**src/rtl/spi_result_tx_if.sv**
```systemverilog
// SPI pin bundle between the host (master) and the result transmitter (slave).
interface spi_result_tx_if;
    logic spi_sck;
    logic spi_cs_n;
    logic spi_miso;
    logic spi_miso_oe;

    modport master (output spi_sck, output spi_cs_n, input spi_miso, input spi_miso_oe);
    modport slave  (input spi_sck, input spi_cs_n, output spi_miso, output spi_miso_oe);
endinterface

```
**src/rtl/spi_result_tx.sv**
```systemverilog
// Snapshots the RAM test error count and serves it to an SPI mode-0 host
// as a 32-bit frame: header, status, count high byte, count low byte.
module spi_result_tx #(
    parameter logic [7:0]  HEADER      = 8'hA5,
    parameter int unsigned SYNC_STAGES = 2
) (
    input  logic           sys_clk,
    input  logic           all_clear_n,
    input  logic           ready_to_SPI,
    input  logic [15:0]    err_count,
    spi_result_tx_if.slave spi,
    output logic           result_valid,
    output logic           tx_done
);
    localparam int unsigned FRAME_W = 32;
    localparam int unsigned CNT_W   = 6;
    localparam int unsigned RES_W   = 16;

    typedef enum logic [1:0] {IDLE, SHIFT, DONE} state_t;

    typedef struct packed {
        logic [7:0]       header;
        logic [7:0]       status;
        logic [RES_W-1:0] count;
    } frame_t;

    state_t                 state_q, state_d;
    logic [FRAME_W-1:0]     shift_q, shift_d;
    logic [CNT_W-1:0]       cnt_q, cnt_d;
    logic [RES_W-1:0]       result_q, result_d;
    logic                   result_valid_q, result_valid_d;
    logic                   pend_q, pend_d;
    logic                   miso_q, miso_d;
    logic                   oe_q, oe_d;
    logic                   tx_done_q, tx_done_d;

    logic [SYNC_STAGES-1:0] sck_sync_q, cs_sync_q;
    logic                   sck_prev_q, cs_prev_q, rdy_prev_q;
    logic                   sck_rise, sck_fall, cs_rise, cs_fall, snap, sat;
    frame_t                 frame;

    // Synchronizers run through reset so a reset with cs_n held low cannot fake a cs_n edge.
    always_ff @(posedge sys_clk) begin
        sck_sync_q <= {sck_sync_q[SYNC_STAGES-2:0], spi.spi_sck};
        cs_sync_q  <= {cs_sync_q[SYNC_STAGES-2:0], spi.spi_cs_n};
        sck_prev_q <= sck_sync_q[SYNC_STAGES-1];
        cs_prev_q  <= cs_sync_q[SYNC_STAGES-1];
        rdy_prev_q <= ready_to_SPI;
    end

    assign sck_rise = sck_sync_q[SYNC_STAGES-1] & ~sck_prev_q;
    assign sck_fall = ~sck_sync_q[SYNC_STAGES-1] & sck_prev_q;
    assign cs_rise  = cs_sync_q[SYNC_STAGES-1] & ~cs_prev_q;
    assign cs_fall  = ~cs_sync_q[SYNC_STAGES-1] & cs_prev_q;
    assign snap     = ready_to_SPI & ~rdy_prev_q;
    assign sat      = (result_q == 16'hFFFF);

    always_ff @(posedge sys_clk) begin
        if (!all_clear_n) begin
            state_q        <= IDLE;
            shift_q        <= '0;
            cnt_q          <= '0;
            result_q       <= '0;
            result_valid_q <= 1'b0;
            pend_q         <= 1'b0;
            miso_q         <= 1'b0;
            oe_q           <= 1'b0;
            tx_done_q      <= 1'b0;
        end else begin
            state_q        <= state_d;
            shift_q        <= shift_d;
            cnt_q          <= cnt_d;
            result_q       <= result_d;
            result_valid_q <= result_valid_d;
            pend_q         <= pend_d;
            miso_q         <= miso_d;
            oe_q           <= oe_d;
            tx_done_q      <= tx_done_d;
        end
    end

    // pend marks a snapshot taken after the current frame was loaded; completion must not consume it.
    always_comb begin
        state_d        = state_q;
        shift_d        = shift_q;
        cnt_d          = cnt_q;
        result_d       = snap ? err_count : result_q;
        result_valid_d = result_valid_q;
        pend_d         = pend_q | snap;
        tx_done_d      = 1'b0;
        frame.header   = HEADER;
        frame.status   = {result_valid_q, sat, 6'b0};
        frame.count    = result_q;

        case (state_q)
            IDLE: begin
                if (cs_fall) begin
                    state_d = SHIFT;
                    shift_d = frame;
                    cnt_d   = '0;
                    pend_d  = snap;
                end
            end
            SHIFT: begin
                if (cs_rise) begin
                    state_d = IDLE;
                end else begin
                    if (sck_fall) shift_d = {shift_q[FRAME_W-2:0], 1'b0};
                    if (sck_rise) begin
                        cnt_d = cnt_q + CNT_W'(1);
                        if (cnt_d == CNT_W'(FRAME_W)) begin
                            state_d   = DONE;
                            tx_done_d = 1'b1;
                            if (!pend_q) result_valid_d = 1'b0;
                        end
                    end
                end
            end
            DONE: begin
                if (cs_rise) state_d = IDLE;
            end
            default: state_d = IDLE;
        endcase

        if (snap) result_valid_d = 1'b1;
        miso_d = (state_d == SHIFT) ? shift_d[FRAME_W-1] : 1'b0;
        oe_d   = (state_d != IDLE);
    end

    assign spi.spi_miso    = miso_q;
    assign spi.spi_miso_oe = oe_q;
    assign result_valid    = result_valid_q;
    assign tx_done         = tx_done_q;
endmodule

```
**src/flat_wrapper.sv**
```systemverilog
// flat-port wrapper written by rule: the top's interface ports become plain ports
module spi_result_tx_flat 
#(
    parameter logic [7:0]  HEADER      = 8'hA5,
    parameter int unsigned SYNC_STAGES = 2
)
  (sys_clk, all_clear_n, ready_to_SPI, err_count, result_valid, tx_done, spi_spi_sck, spi_spi_cs_n, spi_spi_miso, spi_spi_miso_oe);
  spi_result_tx_if spi_i ();
  input  logic sys_clk;
  input  logic all_clear_n;
  input  logic ready_to_SPI;
  input  logic [15:0] err_count;
  output logic result_valid;
  output logic tx_done;
  input wire logic [$bits(spi_i.spi_sck)-1:0] spi_spi_sck;
  input wire logic [$bits(spi_i.spi_cs_n)-1:0] spi_spi_cs_n;
  output wire logic [$bits(spi_i.spi_miso)-1:0] spi_spi_miso;
  output wire logic [$bits(spi_i.spi_miso_oe)-1:0] spi_spi_miso_oe;
  assign spi_i.spi_sck = spi_spi_sck;
  assign spi_i.spi_cs_n = spi_spi_cs_n;
  assign spi_spi_miso = spi_i.spi_miso;
  assign spi_spi_miso_oe = spi_i.spi_miso_oe;
  spi_result_tx #(.HEADER(HEADER), .SYNC_STAGES(SYNC_STAGES)) u_core (.sys_clk(sys_clk), .all_clear_n(all_clear_n), .ready_to_SPI(ready_to_SPI), .err_count(err_count), .spi(spi_i), .result_valid(result_valid), .tx_done(tx_done));
endmodule
```
**config.mk**
```make
export PLATFORM = sky130hd
export DESIGN_NAME = spi_result_tx_flat
export DESIGN_NICKNAME = d
export VERILOG_FILES = /design/src/rtl/spi_result_tx_if.sv /design/src/rtl/spi_result_tx.sv /design/src/flat_wrapper.sv
export SDC_FILE = /design/constraint.sdc
export NUM_CORES = 1
export LEC_CHECK = 0
export ABC_CLOCK_PERIOD_IN_PS = 3870
export CORE_MARGIN = 2
export CORE_UTILIZATION = 55
export DETAILED_ROUTE_END_ITERATION = 8
export PLACE_DENSITY_LB_ADDON = 0.1
export SLEW_MARGIN = 20
export SYNTH_ARGS = -nofsm -noshare
export SYNTH_HDL_FRONTEND = slang
export SYNTH_SLANG_ARGS = --single-unit
```
**constraint.sdc**
```tcl
create_clock -name sys_clk -period 3.87 [get_ports sys_clk]
set_input_delay 0.5805 -clock sys_clk [delete_from_list [all_inputs] [get_ports sys_clk]]
set_output_delay 0.5805 -clock sys_clk [all_outputs]
set_load 0.02 [all_outputs]
```
# Word-level counts from Yosys, hierarchy flattened
# Index checks and enable logic that the tools add are counted.
[word_totals]
elab_cells = 75
mem_count = 0
output_inout_bits = 4
input_bits = 21
regBits = 68
mem_bits_ro = 0
latch_bits = 0
mem_bits_rw = 0
[op_classes]
div_mod_pow = 0
n_eq_ne = 11
n_shift = 0
addsub = 1
reduce_logical = 11
n_lt_le_gt_ge = 0
mux = 23
n_mul = 0
bitwise_logic = 14
[op_table]
columns = ["cell", "count"]
rows = [
  ["$mux 32", 3],
  ["$pmux 32 s2", 1],
  ["$mux 6", 3],
  ["$eq 16x16->1 const B", 1],
  ["$pmux 6 s2", 1],
  ["$mux 2", 5],
  ["$reduce_bool 2->1", 5],
  ["$mux 1", 9],
  ["$not 1->1", 8],
  ["$reduce_and 4->1", 2],
  ["$add 6x1->6 const B", 1],
  ["$eq 6x6->1 const B", 1],
  ["$ne 2x1->1 const B", 3],
  ["$ne 2x2->1 const B", 3],
  ["$pmux 2 s3", 1],
  ["$and 1x1->1", 5],
  ["$reduce_and 5->1", 1],
  ["$eq 2x1->1 const B", 2],
  ["$reduce_or 4->1", 1],
  ["$eq 2x2->1 const B", 1],
  ["$logic_not 2->1", 1],
  ["$reduce_and 2->1", 1],
  ["$or 1x1->1", 1],
]

# Depth between registers and ports, before layout
# Gate-level depths: netlist of run 1.
[depth]
depth_word = 8
depth_mapped = 7
ltp_nobuf = 5

# Worst setup path after synthesis of run 1
# No wires, ideal clock.
[synth_path]
path_kind = "input to register"
start = "input all_clear_n"
end = "register u_core.miso_q (netlist: u_core.spi.spi_miso)"
setup_time_ns = 0.091
path_slack_ns = 2.323
required_ns = 3.779
path_buffers = 1
arrival_time_ns = 1.456
stages = 4
path_cell_list = "clkbuf_1 > inv_2 > or3_1 > a311oi_1"
[synth_between]
elab_chain_cells = 1
[synth_lines]
columns = ["item", "line", "rtl"]
rows = [
  ["from (decl)", "flat_wrapper.sv:10", "input logic all_clear_n;"],
  ["$reduce_and 2->1 (no source line)", "--", ""],
  ["to (signal assigned)", "spi_result_tx.sv:76", "miso_q <= miso_d;"],
  ["to (decl)", "spi_result_tx.sv:33", "logic miso_q, miso_d;"],
]
# No other way between the ends.
# A chain may end at the register's enable or synchronous reset.

# Final worst setup path of run 1
[layout_path]
start = "register u_core.state_q[0]"
end = "register u_core.shift_q[22]"
[layout_between]
elab_chain_cells = 3
elab_cells_between_ends = 8
classes_between = "eq/ne: 4; mux: 1; reduce/logical: 3"
[layout_lines]
columns = ["item", "line", "rtl"]
rows = [
  ["from (decl)", "spi_result_tx.sv:27", "state_t state_q, state_d;"],
  ["from (signal assigned)", "spi_result_tx.sv:70", "state_q <= state_d;"],
  ["$eq 2x1->1 or $logic_not 2->1 (tied branches)", "spi_result_tx.sv:95", "case (state_q)"],
  ["$ne 2x1->1 (no source line), or another cell as far along", "--", ""],
  ["$reduce_and 4->1 (no source line)", "--", ""],
  ["to (signal assigned)", "spi_result_tx.sv:71", "shift_q <= shift_d;"],
  ["to (decl)", "spi_result_tx.sv:28", "logic [FRAME_W-1:0] shift_q, shift_d;"],
]
# Several ways; a longest one is shown, not always the timed one.

==> impl_results.md, run 1 <==
* Io pins at 25
* # clock sinks at 68
* P_leak at 1.03 nW
* Most frequent cell after synthesis: dfxtp_1
* Crit Reg-Reg Startpoint: u_core.state_q[0]
* Distinct cells, synth at 42
* EDFF count, synth at 0
* Hpwl dp at 3.15 mm
* CTS tree: done
* Post-synthesis register bit count at 68
* Root Driver: clkbuf_8
* Dominant synthesized flop cell: dfxtp_1
* Proportion of layout cells with a drive suffix above 1 at 0.112
* Worst r2r dst: u_core.shift_q[22]
* Initial DRC Count at 143
* Largest net degree at the start of global routing at 55
* Top cell type by total area after synthesis: dfxtp_1
* Clock transition at path regs at 0.07 ns
* Post-synth top cells: 68 x dfxtp_1, 55 x nand2_1, 40 x a21oi_1
* RSZ-0062 raised after global routing: no
* CP Class: register to register
* Final Wtd Congestion at 0.818
* Required time of the critical path at 4.12 ns
* Antenna Violating Nets Remaining at 0
* Clk Latency, worst-skew pair at 0.33 ns
* Outcome: complete, no violations
* Top cells by area, synth: dfxtp_1 51%, a22oi_1 7.9%, nand2_1 7.8%
* Std cell rows at 25
* Initial core utilization at 0.566
* Synthesized area per cell at 9.34 um^2
* Netlist Area Pre-Place at 2650 um^2
* Hold Path Class: register to register
* Worst Tran Pin Value at 1.02 ns
* Chip height at 73.5 um
* CP max-delay cell: and3_1
* Asr flop ratio synth at 0
* Tcrit/Tclk final at 0.622
* Power Total at 1.34 mW
* Die ar. at 5400 um^2
* Via density at 5.80
* Layout area overhead at 13.5%
* N_diodes at 0
* Drt wl/cell at 14.1 um
* PortBufs at 24
* Synthesized instance count at 284
* Clock skew at 0.0104 ns
* Yosys Warn Count at 0
* Maxcap violations at 0
* Core footprint at 4690 um^2
* R2r setup slk at 1.46 ns
* Crit path to: u_core.shift_q[22]
* CTS H-tree depth at 3
* PwrDens at 445 nW/um^2
* Total Wirelength at 5.04 mm
* Reg2reg path depth at 4
* WHS at 0.340 ns
* Max stage delay on crit path at 0.93 ns
* IR drop worst, VDD at 0.277 mV
* Setup bufs post-CTS at 0
* WP data arrival at 2.66 ns
* Drt pass-1 iters at 4
* CP max FO at 27
* Crit path from: u_core.state_q[0]
* Max Slew Vio Count at 0
* Die Span X at 73.5 um
* Worst-case clock buffer depth at 2
* CP Launch Type: register
* DRC errors left at 0
* Final hold violations at 0
* Max Freq at 415 MHz
* Synthesized net count at 306
* Vias in the first global route at 1889
* Grt total ovfl at 0
* Slew margin rel. at 0.323
* Tmin final at 2.41 ns
* Vias at 2078
* Setup tns final at 0 ns
* Wire length of the first global-routing pass at 8.62 mm
* Gr usage total at 0.207
* Critical Path End Type: register
* CTS Hold Buffers Added at 0
* Sequential area share after synthesis at 0.513
* Number of antenna violations at the first check in global routing at 0
* Crit path cell chain: nor2b_2 > and3_1 > a22oi_1 > o21ai_0
* Final Setup Violations at 0
* Nets at 322
* Post-CTS resize count at 0
* Yosys top cell area share at 0.513
* CTS Buf Count at 9
==> how the worst min path moves through the flow <==
stage / startpoint / end / depth (start not counted)
finish: u_core.cs_sync_q[0] / u_core.cs_sync_q[1] / 0
global route: u_core.cs_sync_q[0] / u_core.cs_sync_q[1] / 0
CTS: u_core.cs_sync_q[0] / u_core.cs_sync_q[1] / 0
detailed placement: u_core.cs_sync_q[0] / u_core.cs_sync_q[1] / 0
global placement: u_core.sck_sync_q[0] / u_core.sck_sync_q[1] / 0
floorplan: u_core.cs_sync_q[0] / u_core.cs_sync_q[1] / 0
==> cell type report <==
| cell class | instances | area (um^2) |
|---|---|---|
| Fill cell | 391 | 1680 |
| Sequential cell | 68 | 1360 |
| Multi-Input combinational cell | 194 | 1160 |
| Timing Repair Buffer | 26 | 255 |
| Clock buffer | 13 | 159 |
| Tap cell | 54 | 67.6 |
| Clock inverter | 2 | 10.0 |
| Inverter | 1 | 3.75 |
==> where the power goes <==
part / switching (mW) / internal [mW]
clock network: 0.243 / 0.263
logic: 0.0540 / 0.0447
registers: 0.0152 / 0.722
total: 0.312 / 1.03
==> logic make-up after synthesis <==
group	Yosys count	synth area share
AOI/OAI and AO/OA	87	0.226
adders and majority gates	1	0.00471
buffers and inverters	22	0.0514
DFF	68	0.513
muxes	3	0.0127
and+or+nand+nor	103	0.192
==> state kept, by name, summed over array words and instances, names as in the netlist, 2 cells and up <==
| signal | count |
|---|---|
| u_core.state_q | 2 |
| u_core.result_q | 16 |
| u_core.cnt_q | 6 |
| u_core.shift_q | 32 |
| u_core.sck_sync_q | 2 |
| u_core.cs_sync_q | 2 |
==> layout by cell type (no fill, tap or decap), types with 2 or more instances in the layout <==
cell / n
a211o_1: 2
a21oi_1: 40
a22oi_1: 28
and2b_1: 2
and3_1: 2
buf_4: 2
clkbuf_1: 2
clkbuf_8: 11
clkdlybuf4s50_1: 24
clkinv_2: 2
dfxtp_1: 68
mux2i_1: 2
nand2_1: 55
nand2b_1: 2
nand3_1: 5
nand3_2: 2
nand4_1: 5
nor2_1: 17
nor2b_1: 3
nor4_1: 2
o21ai_0: 2
o221a_2: 5
==> per-layer routing <==
layer | part of all wire | wire [um] | up-vias | global-route usage
met1 | 0.49 | 2470 | 971 | 0.288
met5 | 0 | 0 | - | 0
met4 | 0.010 | 52 | 0 | 0.0889
met2 | 0.45 | 2280 | 51 | 0.291
li1 | - | - | 1052 | -
met3 | 0.048 | 241 | 4 | 0.0700
==> critical path, delay by kind of cell (launching register included) <==
family | cells | cell delay [ns]
and+or+nand+nor | 2 | 1.47
DFF | 1 | 0.48
AOI/OAI and AO/OA | 2 | 0.39
==> metrics by stage <==
step                       util  setup slack (ns)  cell area [um^2]  std cells
after floorplan               -              2.32              2650        284
after detailed placement  0.606              1.33              2840        343
after global routing      0.642              1.24              3010        358
after global placement    0.606              1.40              2840        343
after CTS                 0.642              1.46              3010        358
final                     0.642              1.46              3010        358
(Power assumes the default switching activity.)
==> run 2: changes to the inputs <==
ABC_CLOCK_PERIOD_IN_PS = 2200   (was 3870)
CORE_UTILIZATION = 50   (was 55)
clock period = 2.2 ns   (was 3.87 ns; I/O delays follow)
==> impl_results.md, run 2 (synthesis results as in run 1) <==
* CTS H-tree depth at 3 (unchanged)
* Initial core utilization at 0.520 (-0.0460)
* Initial DRC Count at 105 (-27%)
* Global routing's busiest layer: met2
* R2r setup slk at 0.47 ns (-1.00 ns)
* IR drop worst, VDD at 0.488 mV (+76%)
* Hpwl dp at 3.47 mm (+10%)
* Crit path from: u_core.state_q[0]
* Std cell rows at 26 (+4.0%)
* Critical Path End Type: register
* Slew margin rel. at 0.487 (+0.164)
* Layout area overhead at 17.7%
* Largest net degree at the start of global routing at 47 (-15%)
* Antenna Violating Nets Remaining at 0 (unchanged)
* Final Core Density at 0.612 (-0.0304)
* GR Layer Usage met2 at 0.308 (+0.0172)
* N_diodes at 0 (unchanged)
* CTS Hold Buffers Added at 0 (unchanged)
* Wire length of the first global-routing pass at 9.57 mm (+11%)
* Clock skew at 0.00564 ns (-0.00479 ns)
* Chip height at 76.9 um (+4.6%)
* CP Class: register to register
* Design area at 3120 um^2 (+3.7%)
* Max Slew Vio Count at 0 (unchanged)
* Fin cells at 379 (+5.9%)
* Gr usage total at 0.199 (-0.00784)
* Root Driver: clkbuf_8
* Worst Tran Pin Value at 0.769 ns (-0.246 ns)
* Clock transition at path regs at 0.07 ns (about the same)
* Hold Path Class: register to register
* Tmin final at 1.73 ns (-0.674 ns)
* CTS tree: done
* Vias at 2122 (+2.1%)
* Final hold violations at 0 (unchanged)
* CP max FO at 8 (-70%)
* Number of antenna violations at the first check in global routing at 0 (unchanged)
* Crit path to: u_core.result_valid
* M3 GR Usage at 0.0424 (-0.0276)
* Required time of the critical path at 2.41 ns (-1.71 ns)
* Power Total at 2.48 mW (+85%)
* Most common cell after layout, fill and taps aside: dfxtp_1
* # clock sinks at 68 (unchanged)
* Outcome: complete, no violations
* Clk Latency, worst-skew pair at 0.34 ns (about the same)
* Largest registers: u_core.shift_q: 32 flops, u_core.result_q: 16 flops, u_core.cnt_q: 6 flops
* Io pins at 25 (unchanged)
* Final Wtd Congestion at 0.833 (+1.8%)
* Grt total ovfl at 0 (unchanged)
* Placed cell area at 2930 um^2 (+3.2%)
* P_leak at 1.08 nW (+4.4%)
* Die Span X at 76.9 um (+4.6%)
* Setup tns final at 0 ns (unchanged)
* Crit Reg-Reg Startpoint: u_core.state_q[0]
* Post-CTS resize count at 0 (unchanged)
* Fill cells at 459 (+17%)
* GRT met1 Usage at 0.268 (-0.0200)
* Most frequent cells in the layout: 68 x dfxtp_1, 55 x nand2_1, 40 x a21oi_1, 28 x a22oi_1, 24 x clkdlybuf4s50_1
* Largest Register: u_core.shift_q
* Worst-case clock buffer depth at 2 (unchanged)
* Placed instance count at 365 (+6.4%)
* CTS Buf Count at 9 (unchanged)
* Vias in the first global route at 2078 (+10%)
* CP Launch Type: register
* PortBufs at 24 (unchanged)
* WP data arrival at 1.95 ns (-0.71 ns)
* Total Wirelength at 5.33 mm (+5.8%)
* Tcrit/Tclk final at 0.788 (+0.166)
* Proportion of layout cells with a drive suffix above 1 at 0.129 (+0.0176)
* Maxcap violations at 0 (unchanged)
* Via density at 5.60 (-3.5%)
* Die ar. at 5910 um^2 (+9.5%)
* Max Freq at 577 MHz (+39%)
* Drt wl/cell at 14.1 um (about the same)
* DRC errors left at 0 (unchanged)
* Number of flip-flops under the largest register name at 32 (unchanged)
* RSZ-0062 raised after global routing: no
* PwrDens at 794 nW/um^2 (+78%)
* Core footprint at 5110 um^2 (+8.9%)
* Drt pass-1 iters at 5 (+1)
* Setup bufs post-CTS at 0 (unchanged)
* Nets at 328 (+1.9%)
* Final Setup Violations at 0 (unchanged)
* Worst r2r dst: u_core.result_valid
* Reg2reg path depth at 5 (+1)
==> run 2: critical path, cell delays in order (launching register included) <==
cell     delay (ns)
dfxtp_1        0.47
nor2b_2        0.31
buf_4          0.21
nand3_2        0.11
o41ai_1        0.39
a21oi_1        0.11
==> run 2: cell type report <==
| class | count | area, um^2 | area share |
|---|---|---|---|
| Timing Repair Buffer | 32 | 325 | 0.104 |
| Clock inverter | 2 | 35.0 | 0.0112 |
| Clock buffer | 12 | 155 | 0.0497 |
| Tap cell | 70 | 87.6 | 0.0280 |
| Inverter | 1 | 3.75 | 0.00120 |
| Multi-Input combinational cell | 194 | 1160 | 0.370 |
| Sequential cell | 68 | 1360 | 0.436 |
==> run 2: worst min path at each step <==
stage	startpoint	endpoint	slack, ns	cells past startpoint
2_1_floorplan	u_core.cs_sync_q[0]	u_core.cs_sync_q[1]	0.31	0
3_3_place_gp	u_core.sck_sync_q[0]	u_core.sck_sync_q[1]	0.31	0
3_5_place_dp	u_core.cs_sync_q[0]	u_core.cs_sync_q[1]	0.32	0
4_1_cts	u_core.cs_sync_q[0]	u_core.cs_sync_q[1]	0.33	0
5_1_grt	u_core.sck_sync_q[0]	u_core.sck_sync_q[1]	0.34	0
6_report	u_core.cs_sync_q[0]	u_core.cs_sync_q[1]	0.33	0
==> run 2: per-stage QoR <==
step	worst slack [ns]	hold slack (ns)
after floorplan	0.763	0.310
after global placement	0.513	0.313
after detailed placement	0.500	0.316
after CTS	0.511	0.332
after global routing	0.345	0.336
final	0.466	0.329
==> run 2: power breakdown <==
| part | total (mW) | switching [mW] | internal (mW) |
|---|---|---|---|
| Combinational | 0.187 | 0.0982 | 0.0884 |
| Clock | 0.997 | 0.426 | 0.571 |
| Sequential | 1.30 | 0.0274 | 1.27 |
==> run 2: routing by layer <==
| metal | vias up | routed length [um] |
|---|---|---|
| met5 | - | 0 |
| met4 | 0 | 46 |
| met3 | 7 | 210 |
| met2 | 41 | 2480 |
| met1 | 1015 | 2590 |
| li1 | 1059 | - |
==> run 3: changes to the inputs <==
ABC_CLOCK_PERIOD_IN_PS = 1400   (was 2200)
clock period = 1.4 ns   (was 2.2 ns; I/O delays follow)
==> impl_results.md, run 3 (synthesis results as in run 1) <==
* Tmin final at 1.47 ns (-0.262 ns)
* Largest Register: u_core.shift_q
* Proportion of layout cells with a drive suffix above 1 at 0.328 (+0.198)
* Final hold violations at 0 (unchanged)
* Worst Tran Pin Value at 0.331 ns (-0.439 ns)
* CTS tree: done
* Layout area overhead at 38.0%
* Final WS setup at -0.0725 ns (-0.538 ns)
* Clk Latency, worst-skew pair at 0.35 ns (about the same)
* N_diodes at 0 (unchanged)
* Vias in the first global route at 2194 (+5.6%)
* CTS H-tree depth at 3 (unchanged)
* Wire length of the first global-routing pass at 10.1 mm (+6.1%)
* Largest registers: u_core.shift_q: 32 flops, u_core.result_q: 16 flops, u_core.cnt_q: 6 flops
* Initial core utilization at 0.520 (unchanged)
* Nets at 362 (+10%)
* Slew margin rel. at 0.780 (+0.293)
* Failing checks: setup timing
* CTS Hold Buffers Added at 0 (unchanged)
* Total Wirelength at 6.18 mm (+16%)
* Antenna Violating Nets Remaining at 0 (unchanged)
* Critical Path End Type: register
* Most common cell after layout, fill and taps aside: dfxtp_1
* Max Slew Vio Count at 0 (unchanged)
* Placed instance count at 392 (+7.4%)
* RSZ-0062 raised after global routing: yes
* Number of flip-flops under the largest register name at 32 (unchanged)
* Final Wtd Congestion at 0.797 (-4.3%)
* Required time of the critical path at 1.65 ns (-0.76 ns)
* CP Class: register to register
* Largest net degree at the start of global routing at 27 (-43%)
* PortBufs at 24 (unchanged)
* Number of antenna violations at the first check in global routing at 0 (unchanged)
* Clock skew at 0.00715 ns (+0.00152 ns)
* Via density at 5.59 (-0.24%)
* Hold Path Class: input pin to register
* Power Total at 4.26 mW (+72%)
* IR drop worst, VDD at 0.875 mV (+79%)
* WP data arrival at 1.73 ns (-0.22 ns)
* Final Setup Violations at 3 (+3)
* Grt total ovfl at 0 (unchanged)
* Hpwl dp at 3.94 mm (+13%)
* PwrDens at 1160 nW/um^2 (+47%)
* CP Launch Type: register
* Maxcap violations at 0 (unchanged)
* Drt wl/cell at 14.9 um (+5.9%)
* Initial DRC Count at 109 (+3.8%)
* Worst-case clock buffer depth at 2 (unchanged)
* Vias at 2318 (+9.2%)
* Pre-CTS setup slack at -0.198 ns (-0.698 ns)
* Io pins at 25 (unchanged)
* Design area at 3660 um^2 (+17%)
* Gr usage total at 0.217 (+0.0176)
* CTS Buf Count at 9 (unchanged)
* Most frequent cells in the layout: 59 x dfxtp_1, 52 x nand2_1, 37 x a21oi_1, 31 x buf_4, 20 x clkdlybuf4s50_1
* Clock transition at path regs at 0.07 ns (about the same)
* Std cell rows at 26 (unchanged)
* R2r setup slk at -0.07 ns (-0.54 ns)
* CP max FO at 5 (-3)
* Core footprint at 5110 um^2 (unchanged)
* Max Freq at 679 MHz (+18%)
* Die Span X at 76.9 um (unchanged)
* Outcome: complete, but fails checks
* P_leak at 1.34 nW (+24%)
* DRC errors left at 0 (unchanged)
* Placed cell area at 3150 um^2 (+7.2%)
* Root Driver: clkbuf_8
* Tcrit/Tclk final at 1.05 (+0.263)
* Fin cells at 415 (+9.5%)
* Die ar. at 5910 um^2 (unchanged)
* Drt pass-1 iters at 4 (-1)
* Chip height at 76.9 um (unchanged)
* # clock sinks at 68 (unchanged)
-- run 3: cell count changes in the layout (fill, tap and decap cells not counted), moves of 5 or more --
cell     before  now
a22oi_1      28   16
buf_6         0    5
buf_4         6   31
dfxtp_2       0    8
dfxtp_1      68   59
a22oi_2       0   12
-- run 3: path summary, 6_finish.rpt --
path                  startpoint  cells after the start                  end
max            u_core.state_q[0]                      5  u_core.spi.spi_miso
min                 spi_spi_cs_n                      1  u_core.cs_sync_q[0]
max reg2reg    u_core.state_q[0]                      5  u_core.spi.spi_miso
min reg2reg  u_core.cs_sync_q[0]                      0  u_core.cs_sync_q[1]
-- run 3: area by class of cell --
| class | count | area [um^2] |
|---|---|---|
| repair buffers | 66 | 649 |
| inverters | 1 | 3.75 |
| flip-flops and latches | 68 | 1380 |
| clock buffers | 10 | 138 |
| fillers | 408 | 1450 |
| clock inverters | 6 | 87.6 |
| well taps | 70 | 87.6 |
| multi-input cells | 194 | 1320 |
-- run 3: worst max-delay path, stage by stage, from the launching register on --
cell and delay (ns):
dfxtp_2 0.34, buf_6 0.12, or4b_4 0.55, nand2b_4 0.11
mux2i_4 0.08, a311oi_2 0.20
-- run 3: where the power goes --
part,switching (mW),internal (mW),leakage (nW)
registers,0.0464,1.99,0.558
clock network,0.751,1.05,0.116
logic,0.196,0.222,0.663
total,0.994,3.27,1.34
-- run 3: stage by stage --
| step | utilization | TNS, ns | hold WS [ns] |
|---|---|---|---|
| 3_5_place_dp | 0.616 | -3.68 | 0.315 |
| 6_report | 0.717 | -0.0778 | 0.308 |
| 2_1_floorplan | - | -0.00427 | 0.238 |
| 3_3_place_gp | 0.616 | -2.48 | 0.311 |
| 4_1_cts | 0.671 | -0.00825 | 0.296 |
| 5_1_grt | 0.717 | -1.43 | 0.301 |
-- run 3: repair_timing --
item	CTS	global route
pin swaps	4	2
endpoints found under the setup margin	39	39
hold endpoints to repair	0	0
gates cloned	0	1
gates resized for setup	19	37
setup buffers	1	5
-- run 3: per-layer routing --
metal  share of wire  track usage  vias to the layer above
met5               0            0                        -
met4           0.015        0.102                        0
met3           0.040       0.0600                        8
met2            0.49        0.339                       45
met1            0.45        0.277                     1126
li1                -            -                     1139
